### config.mk
export PLATFORM = sky130hd
export DESIGN_NAME = hazard_unit_flat
export DESIGN_NICKNAME = d
export VERILOG_FILES = /design/src/rtl/hazard_unit_if.sv /design/src/rtl/hazard_unit.sv /design/src/flat_wrapper.sv
export SDC_FILE = /design/constraint.sdc
export NUM_CORES = 1
export LEC_CHECK = 0
export CAP_MARGIN = 20
export CORE_UTILIZATION = 48
export CTS_CLUSTER_DIAMETER = 40
export DETAILED_ROUTE_END_ITERATION = 16
export PLACE_DENSITY_LB_ADDON = 0.3
export SLEW_MARGIN = 20
export SYNTH_ARGS = -nofsm -noshare
export SYNTH_HDL_FRONTEND = slang
export SYNTH_SLANG_ARGS = --single-unit
### constraint.sdc
create_clock -name clk -period 2.5 [get_ports clk]
set_input_delay 0.25 -clock clk [delete_from_list [all_inputs] [get_ports clk]]
set_output_delay 0.25 -clock clk [all_outputs]
set_load 0.02 [all_outputs]
### src/rtl/hazard_unit_if.sv
// Hazard-control bundle between the pipeline (master) and the hazard unit (slave).
// Carries ID/EX hazard inputs and the PC / IF/ID / ID/EX enable and bubble controls.
interface hazard_unit_if #(
  parameter int unsigned REG_AW = 5,
  parameter int unsigned CNT_W  = 16
);
  logic [REG_AW-1:0] id_rs;
  logic [REG_AW-1:0] id_rt;
  logic              id_rs_used;
  logic              id_rt_used;
  logic              ex_valid;
  logic              ex_mem_read;
  logic [REG_AW-1:0] ex_rd;
  logic              ex_branch_taken;
  logic              pipe_freeze;
  logic              pc_write;
  logic              if_id_write;
  logic              if_id_flush;
  logic              id_ex_bubble;
  logic              stall;
  logic [CNT_W-1:0]  stall_cnt;

  modport master (
    output id_rs, id_rt, id_rs_used, id_rt_used, ex_valid, ex_mem_read,
           ex_rd, ex_branch_taken, pipe_freeze,
    input  pc_write, if_id_write, if_id_flush, id_ex_bubble, stall, stall_cnt
  );

  modport slave (
    input  id_rs, id_rt, id_rs_used, id_rt_used, ex_valid, ex_mem_read,
           ex_rd, ex_branch_taken, pipe_freeze,
    output pc_write, if_id_write, if_id_flush, id_ex_bubble, stall, stall_cnt
  );
endinterface

### src/rtl/hazard_unit.sv
// Load-use hazard controller with a per-register scoreboard of loads still in MEM,
// taken-branch flush, global freeze and a saturating stall-cycle counter.
module hazard_unit #(
  parameter int unsigned REG_AW  = 5,
  parameter int unsigned MEM_LAT = 1,
  parameter int unsigned CNT_W   = 16
) (
  input  logic         clk,
  input  logic         rst,
  hazard_unit_if.slave hz
);
  localparam int unsigned NREGS = 2 ** REG_AW;
  localparam int unsigned PW    = (MEM_LAT > 1) ? $clog2(MEM_LAT) : 1;

  logic [PW-1:0]    r_pend [NREGS];
  logic [CNT_W-1:0] r_stall_cnt;

  logic w_ex_load;
  logic w_hit_rs;
  logic w_hit_rt;
  logic w_stall;

  // A source hazards if the load in EX writes it or an older load is still in MEM.
  always_comb begin
    w_ex_load = hz.ex_valid & hz.ex_mem_read;
    w_hit_rs  = (hz.id_rs != '0) &&
                ((w_ex_load && (hz.ex_rd == hz.id_rs)) || (r_pend[hz.id_rs] != '0));
    w_hit_rt  = (hz.id_rt != '0) &&
                ((w_ex_load && (hz.ex_rd == hz.id_rt)) || (r_pend[hz.id_rt] != '0));
    w_stall   = ~hz.pipe_freeze & ~hz.ex_branch_taken &
                ((hz.id_rs_used & w_hit_rs) | (hz.id_rt_used & w_hit_rt));
  end

  // Priority: freeze, then branch flush, then load-use stall.
  always_comb begin
    hz.pc_write     = 1'b1;
    hz.if_id_write  = 1'b1;
    hz.if_id_flush  = 1'b0;
    hz.id_ex_bubble = 1'b0;
    hz.stall        = 1'b0;
    if (hz.pipe_freeze) begin
      hz.pc_write    = 1'b0;
      hz.if_id_write = 1'b0;
    end else if (hz.ex_branch_taken) begin
      hz.if_id_flush  = 1'b1;
      hz.id_ex_bubble = 1'b1;
    end else if (w_stall) begin
      hz.pc_write     = 1'b0;
      hz.if_id_write  = 1'b0;
      hz.id_ex_bubble = 1'b1;
      hz.stall        = 1'b1;
    end
  end

  // Scoreboard: count down pending loads; a new load in EX restarts its entry.
  always_ff @(posedge clk) begin
    if (rst) begin
      for (int i = 0; i < int'(NREGS); i++) r_pend[i] <= '0;
    end else if (!hz.pipe_freeze) begin
      for (int i = 0; i < int'(NREGS); i++) begin
        if (r_pend[i] != '0) r_pend[i] <= r_pend[i] - PW'(1);
      end
      if (w_ex_load && (hz.ex_rd != '0)) r_pend[hz.ex_rd] <= PW'(MEM_LAT - 1);
    end
  end

  always_ff @(posedge clk) begin
    if (rst) begin
      r_stall_cnt <= '0;
    end else if (w_stall && (r_stall_cnt != '1)) begin
      r_stall_cnt <= r_stall_cnt + CNT_W'(1);
    end
  end

  assign hz.stall_cnt = r_stall_cnt;
endmodule

### src/flat_wrapper.sv
// flat-port wrapper written by rule: the top's interface ports become plain ports
module hazard_unit_flat 
#(
  parameter int unsigned REG_AW  = 5,
  parameter int unsigned MEM_LAT = 1,
  parameter int unsigned CNT_W   = 16
)
  (clk, rst, hz_id_rs, hz_id_rt, hz_id_rs_used, hz_id_rt_used, hz_ex_valid, hz_ex_mem_read, hz_ex_rd, hz_ex_branch_taken, hz_pipe_freeze, hz_pc_write, hz_if_id_write, hz_if_id_flush, hz_id_ex_bubble, hz_stall, hz_stall_cnt);
  hazard_unit_if #(.REG_AW(REG_AW), .CNT_W(CNT_W)) hz_i ();
  input  logic clk;
  input  logic rst;
  input wire logic [$bits(hz_i.id_rs)-1:0] hz_id_rs;
  input wire logic [$bits(hz_i.id_rt)-1:0] hz_id_rt;
  input wire logic [$bits(hz_i.id_rs_used)-1:0] hz_id_rs_used;
  input wire logic [$bits(hz_i.id_rt_used)-1:0] hz_id_rt_used;
  input wire logic [$bits(hz_i.ex_valid)-1:0] hz_ex_valid;
  input wire logic [$bits(hz_i.ex_mem_read)-1:0] hz_ex_mem_read;
  input wire logic [$bits(hz_i.ex_rd)-1:0] hz_ex_rd;
  input wire logic [$bits(hz_i.ex_branch_taken)-1:0] hz_ex_branch_taken;
  input wire logic [$bits(hz_i.pipe_freeze)-1:0] hz_pipe_freeze;
  output wire logic [$bits(hz_i.pc_write)-1:0] hz_pc_write;
  output wire logic [$bits(hz_i.if_id_write)-1:0] hz_if_id_write;
  output wire logic [$bits(hz_i.if_id_flush)-1:0] hz_if_id_flush;
  output wire logic [$bits(hz_i.id_ex_bubble)-1:0] hz_id_ex_bubble;
  output wire logic [$bits(hz_i.stall)-1:0] hz_stall;
  output wire logic [$bits(hz_i.stall_cnt)-1:0] hz_stall_cnt;
  assign hz_i.id_rs = hz_id_rs;
  assign hz_i.id_rt = hz_id_rt;
  assign hz_i.id_rs_used = hz_id_rs_used;
  assign hz_i.id_rt_used = hz_id_rt_used;
  assign hz_i.ex_valid = hz_ex_valid;
  assign hz_i.ex_mem_read = hz_ex_mem_read;
  assign hz_i.ex_rd = hz_ex_rd;
  assign hz_i.ex_branch_taken = hz_ex_branch_taken;
  assign hz_i.pipe_freeze = hz_pipe_freeze;
  assign hz_pc_write = hz_i.pc_write;
  assign hz_if_id_write = hz_i.if_id_write;
  assign hz_if_id_flush = hz_i.if_id_flush;
  assign hz_id_ex_bubble = hz_i.id_ex_bubble;
  assign hz_stall = hz_i.stall;
  assign hz_stall_cnt = hz_i.stall_cnt;
  hazard_unit #(.REG_AW(REG_AW), .MEM_LAT(MEM_LAT), .CNT_W(CNT_W)) u_core (.clk(clk), .rst(rst), .hz(hz_i));
endmodule
Word level (Yosys, flattened, before mapping)

Memory sizes are Yosys's and may differ from the RTL's.
Cells that the tools add are included.
Widths: inputs -> output; s select.

Add/subtract/negate cells: 33
Equality and inequality tests: 3
Multiplexer cells: 176
Bitwise gates (word level): 40
Reduce and logical (&&, ||, !) cells: 11

Operators by type and width:

| operator              | count |
|---|---|
| $mux 1                | 176 |
| $or 1x1->1            | 33 |
| $sub 1x1->1 const B   | 32 |
| $add 16x1->16 const B | 1 |
| $ne 16x16->1 const B  | 1 |
| $reduce_bool 5->1     | 3 |
| $eq 5x5->1            | 2 |
| $logic_and 1x1->1     | 6 |
| $and 1x1->1           | 5 |
| $logic_or 1x1->1      | 2 |
| $not 1->1             | 2 |

Flip-flop bits (word level): 16
Memory bits (writable): 32
Input bits: 23
Output and inout bits: 21
Word-level logic and storage cells: 265
Memories kept: 1

Memory list:

| memory        | depth | width | rd ports | clocked after memory_dff | wr ports | line              | text |
|---|---|---|---|---|---|---|---|
| u_core.r_pend | 32    | 1     | 34       | 0                        | 33       | hazard_unit.sv:15 | `logic [PW-1:0] r_pend [NREGS];` |

Longest topological paths before layout

Gate-level depths: netlist of the first run.

Depth in word-level cells: 10
Gate-level depth with buffers: 10

Worst setup path before layout of the first run

OpenSTA, ideal clock, no wires.

Kind: input -> output
Start: input port hz_id_rs[0]
End: output port hz_pc_write
Data arrival time: 2.605 ns
Slack: -0.355 ns
Cell stages on the path: 10
Cells stage by stage: buf_6 mux4_1 mux2_2 a32o_2 a21oi_2 o22ai_4 buf_6 and2_1 nor2_1 buf_4

Cells in the longest elaborated chain, start to end: 10

Ends and longest elaborated chain:

| item                                                                 | line               | text |
|---|---|---|
| start: declaration                                                   | flat_wrapper.sv:12 | `input wire logic [$bits(hz_i.id_rs)-1:0] hz_id_rs;` |
| parallel branches: the longest is 3 deep, another holds $mem_v2 32x1 | --                 |  |
| $logic_and 1x1->1 (*)                                                | hazard_unit.sv:26  | `w_hit_rs = (hz.id_rs != '0) &&` |
| $and 1x1->1 (*)                                                      | hazard_unit.sv:31  | `((hz.id_rs_used & w_hit_rs) \| (hz.id_rt_used & w_hit_rt));` |
| $or 1x1->1 (*)                                                       | hazard_unit.sv:31  |  |
| $and 1x1->1 (*)                                                      | hazard_unit.sv:30  | `w_stall = ~hz.pipe_freeze & ~hz.ex_branch_taken &` |
| $mux 1 (*) (3 in series)                                             | --                 |  |
| end: declaration                                                     | flat_wrapper.sv:21 | `output wire logic [$bits(hz_i.pc_write)-1:0] hz_pc_write;` |

Mark *: on every way between the ends.

==> qor.yml, run 1 <==
ant_nets: 0
path_cells: "mux4_2 -> mux2_4 -> a32o_2 -> a21oi_2 -> o22ai_4 -> buf_6 -> nor2_2 -> nor2_1 -> buf_4"
clock_skew_ns: 0.01131
synthTopCellsByArea: "dfxtp_1, and2_1, mux4_1, mux4_2, xnor2_1"
routed-via-count: 2126
pre_cts_ws_ns: -0.7657
antenna_found_initial: 0
antenna_cells: 0
rsz0062_at_grt: "yes"
worst_slack_ns: -0.05281
cap_violations: 0
gp_congestion: 0.8223
multi_input_area_mm2: 0.001496
die_w_um: 74.60
numClockSinks: 48
pwr-share-clk_pct: 40.7
grt_overflow_total: 0
dp_hpwl_um: 4217
arrival_ns: 2.30
rrSetupSlack_ns: -0.04
max_freq_mhz: 391.7
die_h_um: 74.60
area_growth_pct: 38.92
failed_checks: "setup timing"
crit_path_start_kind: "flop"
path_buf_inv: 2
dieArea_mm2: 0.005565
drt_iter0_drc: 95
period_share_pct: 102.1
rows: 26
finalPower_mw: 1.674
start_util_pct: 49.53
max-slew-margin-rel_pct: 65.98
numCtsBuffers: 5
coreArea_mm2: 0.005107
min_to: "u_core.r_pend[13]$_SDFFE_PP0P_"
grt_pass1_vias: 1967
ff_latch_area_um2: 962.2
r2r-start: "u_core.r_pend[15]$_SDFFE_PP0P_"
clkSlewWorstSetupHoldPaths_ns: 0.09
critPathCaptureType: "output pin"
netlist_instances: 246
cp_slowest_stage_delay_ns: 0.47
synth.top_cell.area_share_pct: 37.98
combPwrFrac_pct: 13.6
worst_pin_slew_ns: 0.5103
holdPathStages: 1
yosysWarningCount: 0
min_path_type: "reg -> reg"
cellLeakagePower_nw: 1.470
drt-total-wl_um: 6303
hold_viol: 0
yosysMostFrequentCell: "dfxtp_1"
cts_tree: "done"
fillers: 391
drc_errors: 0
intPower_mw: 1.291
avgSynthCellArea_um2: 10.28
switching_share_pct: 22.87
wl_per_cell_um: 15.96
firstDrtPassIters: 5
grt_usage_pct: 22.24
synth.cell_area_mm2: 0.002530
async_flop_share_pct: 0
seq_area_frac_synth_pct: 37.98
drive_above_1_share_pct: 27.69
power_density_mw_per_mm2: 476.2
io_buffers: 43
cts_root_buffer: "clkbuf_8"
reg2reg_depth: 11
io_pins: 44
synth_edf_count: 0
r2r-end: "u_core.hz.stall_cnt[6]$_SDFFE_PP0P_"
grt_pass1_wl_um: 9156
critPathRequiredTime_ns: 2.25
ys_top_cells_by_count: "dfxtp_1, and2_1, nor2_1"
viasPerCell: 5.382
period_minus_slack_ns: 2.553
grt_max_degree: 33
cpMaxStageDelayCell: "mux4_2"
clock_path_buffers: 2
final_nets: 348
ys.flop_type: "dfxtp_1"
peakVddDrop_mv: 0.3688
hold_start: "u_core.r_pend[13]$_SDFFE_PP0P_"
setup_violations: 4
ys_ff_latch: 48
status: "finished, violations left"
switchingPower_mw: 0.3828
final-max-slew-violation-count: 0
path_max_fanout: 3
power_frac_seq_pct: 45.7
crit_type: "reg -> out"
ys_types: 49
holdBufCountCts: 0
cts_max_level: 2
post-synth-top-area-cell: "dfxtp_1"
cp_top_family: "multiplexers"
syn_nets: 270
worst_skew_pair.late_latency_ns: 0.31
## metrics by stage
stage	cells	utilization, %	hold WS [ns]	cell area (um^2)	setup TNS (ns)
floorplan	246	-	0.4365	2545	0
global placement	380	63.28	0.4567	3232	-9.705
detailed placement	380	63.28	0.4662	3232	-10.30
CTS	393	66.95	0.4838	3420	-0.06012
global route	395	68.81	0.5035	3515	-0.4462
finish	395	68.81	0.4794	3515	-0.1827
## layout by cell type (no fill, tap or decap), drive strengths merged, types with 7 or more instances in the layout
| master | n |
|---|---|
| and2 | 33 |
| buf | 43 |
| clkbuf | 9 |
| clkdlybuf4s50 | 24 |
| dfxtp | 48 |
| dlymetal6s2s | 7 |
| mux2 | 8 |
| mux4 | 14 |
| nand2 | 12 |
| nand3 | 12 |
| nand4 | 7 |
| nor2 | 23 |
| nor2b | 10 |
| xnor2 | 11 |
## registers in the layout (all words and copies together), names as in the netlist
| signal | flops |
|---|---|
| u_core.hz.stall_cnt | 16 |
| u_core.r_pend | 32 |
## worst reg2reg max path, cell delays in order (launching register included)
cell and delay, ns:
dfxtp_1 0.34, mux4_2 0.47, mux2_4 0.27, a32o_2 0.25
a21oi_2 0.16, o22ai_4 0.10, buf_6 0.14, buf_8 0.13
buf_8 0.12, nand4b_1 0.13, xor2_1 0.22, nor2_1 0.09
## how the worst max path moves through the flow
stage | from | endpoint | cells after the start
6_report | u_core.r_pend[15]$_SDFFE_PP0P_ | hz_id_ex_bubble | 9
5_1_grt | u_core.r_pend[15]$_SDFFE_PP0P_ | hz_id_ex_bubble | 9
4_1_cts | u_core.r_pend[13]$_SDFFE_PP0P_ | hz_id_ex_bubble | 9
3_5_place_dp | hz_id_rs[0] | hz_pc_write | 9
3_3_place_gp | hz_id_rs[0] | hz_pc_write | 9
2_1_floorplan | hz_id_rs[0] | hz_pc_write | 10
## what timing repair did
item	4_1_cts	5_1_grt
setup buffers	5	0
pin swaps	5	6
gates cloned	0	2
gates resized for setup	42	21
setup endpoints to repair	20	12
## power groups by stage
stage                     clock network (mW)  logic (mW)  registers (mW)
final                                  0.680       0.228           0.766
after global routing                   0.719       0.242           0.766
after CTS                              0.688       0.209           0.766
after detailed placement                   0       0.199           0.784
after global placement                     0       0.197           0.784
after floorplan                            0       0.104           0.784
## cells by family after synthesis
kind of cell               synth area share [%]
and+or+nand+nor                           26.46
DFF                                       37.98
muxes                                     18.40
AOI/OAI and AO/OA                         7.122
buffers and inverters                     4.006
xor gates and xnor gates                  5.539
adders and majority gates                0.4945
## final cells by class
type | instances | area share (%)
clock buffers | 5 | 1.958
clock inverters | 3 | 1.958
inverters | 4 | 0.4272
multi-input cells | 181 | 42.58
flip-flops and latches | 48 | 27.38
well taps | 70 | 2.492
repair buffers | 84 | 23.21
## routing by layer
metal	part of all wire [%]	vias to the layer above	GRT usage (%)	wire (um)
met4	2.4	0	9.434	153
met2	49	57	37.44	3105
met1	44	1024	27.92	2789
met3	4.1	18	4.201	256
met5	0	-	0	0
li1	-	1027	-	-
No activity file was read; power rests on OpenSTA's default activity.
==> run 2, diff against run 1 <==
Settings changed: CAP_MARGIN 20 to 25.
==> results of run 2 <==
Same layout as run 1: the final DEF is identical, and so are final timing and power.
